<file path="src/rtl/cpu_multicycle.sv">
// cpu_multicycle: multi-cycle register-file + ALU core.
// Each instruction walks FETCH -> DECODE -> EXEC -> WB and then returns to
// FETCH, or parks in HALT. A retire pulse in WB gives an architectural trace.
// Optional feature macro: CPU_MULTICYCLE_SLT_EN (op 6 = signed set-less-than;
// when undefined, op 6 is a NOP).
//
// Fetch handshake: imem_req is high only in FETCH, and imem_addr (= pc) is
// held constant while imem_req is high. A word is accepted on the rising
// edge where imem_req && imem_ack are both high. imem_ack with imem_req low
// is ignored, so there is never an outstanding fetch outside FETCH.
module cpu_multicycle #(
    parameter int XLEN = 32,
    parameter int NREG = 32,
    parameter int PC_W = 8
) (
    input  logic            clk,
    input  logic            rst,
    output logic            imem_req,
    output logic [PC_W-1:0] imem_addr,
    input  logic            imem_ack,
    input  logic [31:0]     imem_rdata,
    output logic            retire,
    output logic [PC_W-1:0] retire_pc,
    output logic            retire_we,
    output logic [4:0]      retire_rd,
    output logic [XLEN-1:0] retire_wdata,
    output logic            halted
);

    localparam int RW = $clog2(NREG);

    typedef enum logic [2:0] {
        S_FETCH  = 3'd0,
        S_DECODE = 3'd1,
        S_EXEC   = 3'd2,
        S_WB     = 3'd3,
        S_HALT   = 3'd4
    } state_t;

    state_t state;
    state_t state_next;

    logic [PC_W-1:0] pc;
    logic [XLEN-1:0] regs [NREG];

    // Latched instruction fields
    logic [2:0]      ir_op;
    logic [RW-1:0]   ir_rs1;
    logic [RW-1:0]   ir_rs2;
    logic [4:0]      ir_rd;
    logic [8:0]      ir_imm;

    // Operand, result and branch-decision registers
    logic [XLEN-1:0] opa;
    logic [XLEN-1:0] opb;
    logic [XLEN-1:0] alu_q;
    logic            take_q;

    // Combinational helpers
    logic [XLEN-1:0] imm_x;
    logic [PC_W-1:0] imm_pc;
    logic [RW-1:0]   rd_idx;
    logic [XLEN-1:0] alu_res;
    logic            alu_wr;
    logic            exec_we;
    logic [PC_W-1:0] pc_next;

    // Opcode bits 7:3 and register-field bits above the index width are don't-care.
    logic unused_inst;
    assign unused_inst = ^imem_rdata;

    assign imm_x  = XLEN'($signed(ir_imm));
    assign imm_pc = PC_W'($signed(ir_imm));
    assign rd_idx = ir_rd[RW-1:0];

    // Status outputs are forced quiet while reset is held.
    assign imem_req  = (state == S_FETCH) && !rst;
    assign imem_addr = rst ? '0 : pc;
    assign retire    = (state == S_WB) && !rst;
    assign halted    = (state == S_HALT) && !rst;

    // State register
    always_ff @(posedge clk) begin
        if (rst) state <= S_FETCH;
        else     state <= state_next;
    end

    // Next-state logic
    always_comb begin
        state_next = state;
        unique case (state)
            S_FETCH:  if (imem_ack) state_next = S_DECODE;
            S_DECODE: state_next = S_EXEC;
            S_EXEC:   state_next = S_WB;
            S_WB:     state_next = (ir_op == 3'd7) ? S_HALT : S_FETCH;
            S_HALT:   state_next = S_HALT;
            default:  state_next = S_FETCH;
        endcase
    end

    // ALU: result and whether the op writes a register at all
    always_comb begin
        alu_res = '0;
        alu_wr  = 1'b0;
        unique case (ir_op)
            3'd0: begin alu_res = opa + opb;   alu_wr = 1'b1; end
            3'd1: begin alu_res = opa - opb;   alu_wr = 1'b1; end
            3'd2: begin alu_res = opa & opb;   alu_wr = 1'b1; end
            3'd3: begin alu_res = opa | opb;   alu_wr = 1'b1; end
            3'd4: begin alu_res = opa + imm_x; alu_wr = 1'b1; end
            3'd6: begin
`ifdef CPU_MULTICYCLE_SLT_EN
                alu_res = ($signed(opa) < $signed(opb)) ? XLEN'(1) : '0;
                alu_wr  = 1'b1;
`endif
            end
            default: ;
        endcase
    end

    // Writes to r0 are dropped and reported as non-writing.
    assign exec_we = alu_wr && (rd_idx != '0);

    // pc update applied in WB
    always_comb begin
        pc_next = pc + PC_W'(1);
        if (ir_op == 3'd5 && take_q) pc_next = pc + imm_pc;
        else if (ir_op == 3'd7)      pc_next = pc;
    end

    // Datapath: fetch latch, operand read, execute, writeback
    always_ff @(posedge clk) begin
        if (rst) begin
            pc           <= '0;
            ir_op        <= '0;
            ir_rs1       <= '0;
            ir_rs2       <= '0;
            ir_rd        <= '0;
            ir_imm       <= '0;
            opa          <= '0;
            opb          <= '0;
            alu_q        <= '0;
            take_q       <= 1'b0;
            retire_pc    <= '0;
            retire_we    <= 1'b0;
            retire_rd    <= '0;
            retire_wdata <= '0;
            for (int i = 0; i < NREG; i++) regs[i] <= '0;
        end else begin
            unique case (state)
                S_FETCH: begin
                    if (imem_ack) begin
                        ir_op  <= imem_rdata[2:0];
                        ir_rs1 <= imem_rdata[8 +: RW];
                        ir_rs2 <= imem_rdata[13 +: RW];
                        ir_rd  <= imem_rdata[22:18];
                        ir_imm <= imem_rdata[31:23];
                    end
                end
                S_DECODE: begin
                    opa <= (ir_rs1 == '0) ? '0 : regs[ir_rs1];
                    opb <= (ir_rs2 == '0) ? '0 : regs[ir_rs2];
                end
                S_EXEC: begin
                    alu_q        <= alu_res;
                    take_q       <= (opa == opb);
                    retire_pc    <= pc;
                    retire_we    <= exec_we;
                    retire_rd    <= ir_rd;
                    retire_wdata <= exec_we ? alu_res : '0;
                end
                S_WB: begin
                    if (retire_we) regs[rd_idx] <= alu_q;
                    pc <= pc_next;
                end
                default: ;
            endcase
        end
    end

endmodule

</file>
<file path="config.mk">
export PLATFORM = sky130hd
export DESIGN_NAME = cpu_multicycle
export DESIGN_NICKNAME = d
export VERILOG_FILES = /design/src/rtl/cpu_multicycle.sv
export SDC_FILE = /design/constraint.sdc
export NUM_CORES = 2
export LEC_CHECK = 0
export BUFFER_PORTS_ARGS = -buffer_cell sky130_fd_sc_hd__buf_2
export CAP_MARGIN = 30
export CORE_ASPECT_RATIO = 1.75
export CORE_MARGIN = 5
export CORE_UTILIZATION = 25
export CTS_BUF_LIST = sky130_fd_sc_hd__clkbuf_4 sky130_fd_sc_hd__clkbuf_8
export DETAILED_ROUTE_END_ITERATION = 7
export HOLD_SLACK_MARGIN = 0.06
export MAX_ROUTING_LAYER = met4
export PLACE_DENSITY = 0.42
export RECOVER_POWER = 25
export SYNTH_ARGS = -nofsm -noshare
export SYNTH_HDL_FRONTEND = slang
export SYNTH_SLANG_ARGS = --single-unit
</file>
<file path="constraint.sdc">
create_clock -name clk -period 4.4 [get_ports clk]
set_input_delay 0.44 -clock clk [delete_from_list [all_inputs] [get_ports clk]]
set_output_delay 0.44 -clock clk [all_outputs]
set_load 0.01 [all_outputs]
</file>
==> results.md <==
- Fin worst setup slack: 0.229 ns
- WP data arrival: between 4 and 5 ns
- Pwr Total: between 20000 and 30000 uW
- Crit-path max FO: 17
- Warnings, synthesis: 0
- CTS Buffer Depth: 4
- Gr usage total: about a fifth
- Setup WS pre-CTS: 0.273 ns
- Vias in the first global route: approximately 46000
- Largest net degree at the start of global routing: roughly 140
- Final instance area: between 70000 and 80000 sq um
- Pre-Repair DR Iteration Count: 5
- P per Cell Area: roughly 360 nW/um^2
- Worst hold slack: around 0.32 ns
- Aggregate negative setup slack: 0 ns
- Met2 usage: between 30% and 40%
- I/O pin total: 92
- GPL Wtd Cong: about 0.90
- Clock sink count: between 1000 and 1500
- Sw Pwr: just over 8000 uW
- Core Area: about 270000 sq um
- Max Freq: 240 MHz
- CTS clk-pin slew, worst paths: around 0.070 ns
- Hold crit path type: in2reg
- Critical Path Sink Type: register
- Starting Density: 25.0%
- Crit-path slowest cell: dfxtp_1
- Post-synthesis cell area: ~67000 sq um
- Final hold violation count: 0
- Failing checks: max-capacitance violations, max-slew violations
- Number of synthesized flops with an enable pin: between 1000 and 1500
- CP Class: reg2reg
- Min Clock Period, post-route: roughly 4.2 ns
- Comb pwr share: approximately 17%
- Routing usage on met1: roughly a fifth
- Critical path required time: 5.17 ns
- First-pass GRT wire length: between 300 and 400 mm
- Met3 GRT Util: 2.17%
- Post-layout nets: 5145
- Overall die area: 278000 sq um
- Internal Pwr Total: approximately 20000 uW
- Fillers: roughly 27000
- Post-synth top flop: edfxtp_1
- Initial antenna violation count: 10
- Critical Path Max Stage Delay: 1.32 ns
- Final antenna-violating net count: 0
- VDD IR max: around 0.00021 V
- Root Driver: clkbuf_8
- Sw Share: around 29%
- Commonest non-fill, non-tap cell in the layout: edfxtp_1
- Area post-placement: ~73000 sq um
- LEAKAGE: roughly 0.026 uW
- Count of different cell masters after synthesis: 75
- Startpoint types: register
- Die Ht: just under 700 um
- Number of H-tree levels: 4
- Overflow after GRT: 0
- PortBufs: 86
- Clock Latency Late Sink: approximately 0.9 ns
- Number of core rows: around 250
- CP Cell Sequence: clkbuf_2 > mux4_2 > mux4_2 > mux2i_1 > nor2_1 > a21oi_1 > nor2_1
- Iteration-0 DRC count of the detailed router: around 3200
- Detailed placer's ending HPWL: about 170 mm
- Syn Area/Cell: 13.8 sq um
- Post-CTS Resized: 0
- Chip width: 400 um
- Unrepaired setup endpoints after global routing: false
- Post-Syn Instances: 4847
- Hold_buf cts: 38
- Share of cells above drive strength 1: 25.6%
- Final Cycle Share: between 90% and 100%
- Reg power frac: a little under half
- Routed vias: around 43000
- Area delta synth->final: 15.0%
- Slew Viols, Final: 246
- Synth async-reset ratio: 0%
- Routed len/inst: roughly 30 um
- Slew @ Worst Pin: between 1.5 and 2 ns
- Clock skew: about 0.05 ns
- Drt total wl: around 260 mm
- DRC errors left: 0
- Vias/cell: 4.91
- Worst relative slew slack: -31.1%
- Sequential share of the synthesized area: 51.8%
- HP Start: imem_rdata[29]
- TritonCTS buffer count: 188
- Top Usage Layer GRT: met2
- Max Cap Viol: 7
- Register bit total from synthesis: 1215
- CTS tree: built
- Syn_nets: 5023
- Clock power frac: 35.2%
- Leading cell types in the layout, fill and taps excluded: 1024 x edfxtp_1, 980 x and2_1, 640 x mux4_2
- Status: complete, but fails checks
- Post-CTS setup buffer count: 0
- Setup violations, final: 0
[stage by stage]
| stage | utilization [%] | cells |
|---|---|---|
| after floorplan | - | 4847 |
| after global placement | 27.2 | 8260 |
| after detailed placement | 27.4 | 8282 |
| after CTS | 28.9 | 8648 |
| after global routing | 28.8 | 8653 |
| final | 28.8 | 8664 |
[worst paths after layout]
path	depth (start not counted)	to	slack [ns]
max reg2reg	7	opa[21]$_SDFFE_PP0P_	0.23
min	4	ir_imm[6]$_SDFFE_PP0P_	0.32
min reg2reg	2	retire_wdata[23]$_SDFFE_PP0P_	0.46
max	7	opa[21]$_SDFFE_PP0P_	0.23
[power by group through the flow]
stage	clock (uW)	sequential, uW	combinational, uW
finish	9770	13300	4700
global route	10500	13300	4930
CTS	10100	13300	4740
detailed placement	0	13500	4710
global placement	0	13600	4470
floorplan	0	13300	2870
[synth_stat cells, drive strengths merged, types with 41 or more instances]
| cell type | count | area [sq um] |
|---|---|---|
| and2 | 1038 | 6490 |
| nand2 | 177 | 664 |
| inv | 110 | 413 |
| dfxtp | 191 | 3820 |
| buf | 91 | 442 |
| clkbuf | 350 | 1310 |
| a211oi | 41 | 323 |
| mux2i | 80 | 801 |
| o21ai | 72 | 364 |
| ha | 138 | 1730 |
| edfxtp | 1024 | 30700 |
| a21oi | 208 | 1040 |
| nor2 | 288 | 1080 |
| mux4 | 640 | 14400 |
[metal layers]
metal	wire length (um)	vias to the layer above	part of all wire, %
li1	-	18400	-
met1	90800	22500	35
met2	145000	1203	56
met3	10100	490	3.9
met4	13000	0	5.0
met5	0	-	0
[logic make-up (layout without fill, tap and decap cells)]
group	count (synthesis)	in the layout	synth area share [%]
and+or+nand+nor	1684	1684	14.1
other	0	15	0
xor gates and xnor gates	52	52	0.683
muxes	729	729	23.0
AOI/OAI and AO/OA	475	475	4.48
buffers and inverters	551	811	3.25
DFF	1215	1215	51.8
adders and majority gates	141	141	2.68
[worst max-delay path, delay by kind of cell (launching register included)]
kind / cells / cell delay (ns)
mux: 3 / 1.51
buf+inv: 1 / 0.83
flops: 1 / 1.32
compound gates: 1 / 0.16
simple gates: 2 / 0.17
[cell type report]
| class | count | area, sq um | area share (%) |
|---|---|---|---|
| repair buffers | 373 | 3350 | 4.38 |
| flip-flops and latches | 1215 | 34600 | 45.1 |
| multi-input cells | 3081 | 30200 | 39.4 |
| clock buffers | 246 | 3090 | 4.03 |
| inverters | 110 | 413 | 0.539 |
| well taps | 3542 | 4430 | 5.78 |
| clock inverters | 82 | 526 | 0.685 |
| diodes | 15 | 37.5 | 0.0490 |
[sequential cells by signal, summed over array words and instances (netlist names), named ones only]
name          cells
ir_imm            9
take_q            1
pc                8
alu_q            32
ir_rs1            5
retire_pc         8
retire_we         1
retire_rd         5
state             3
ir_rs2            5
regs           1024
ir_rd             5
opa              32
ir_op             3
retire_wdata     32
opb              32
(Power assumes the default switching activity.)
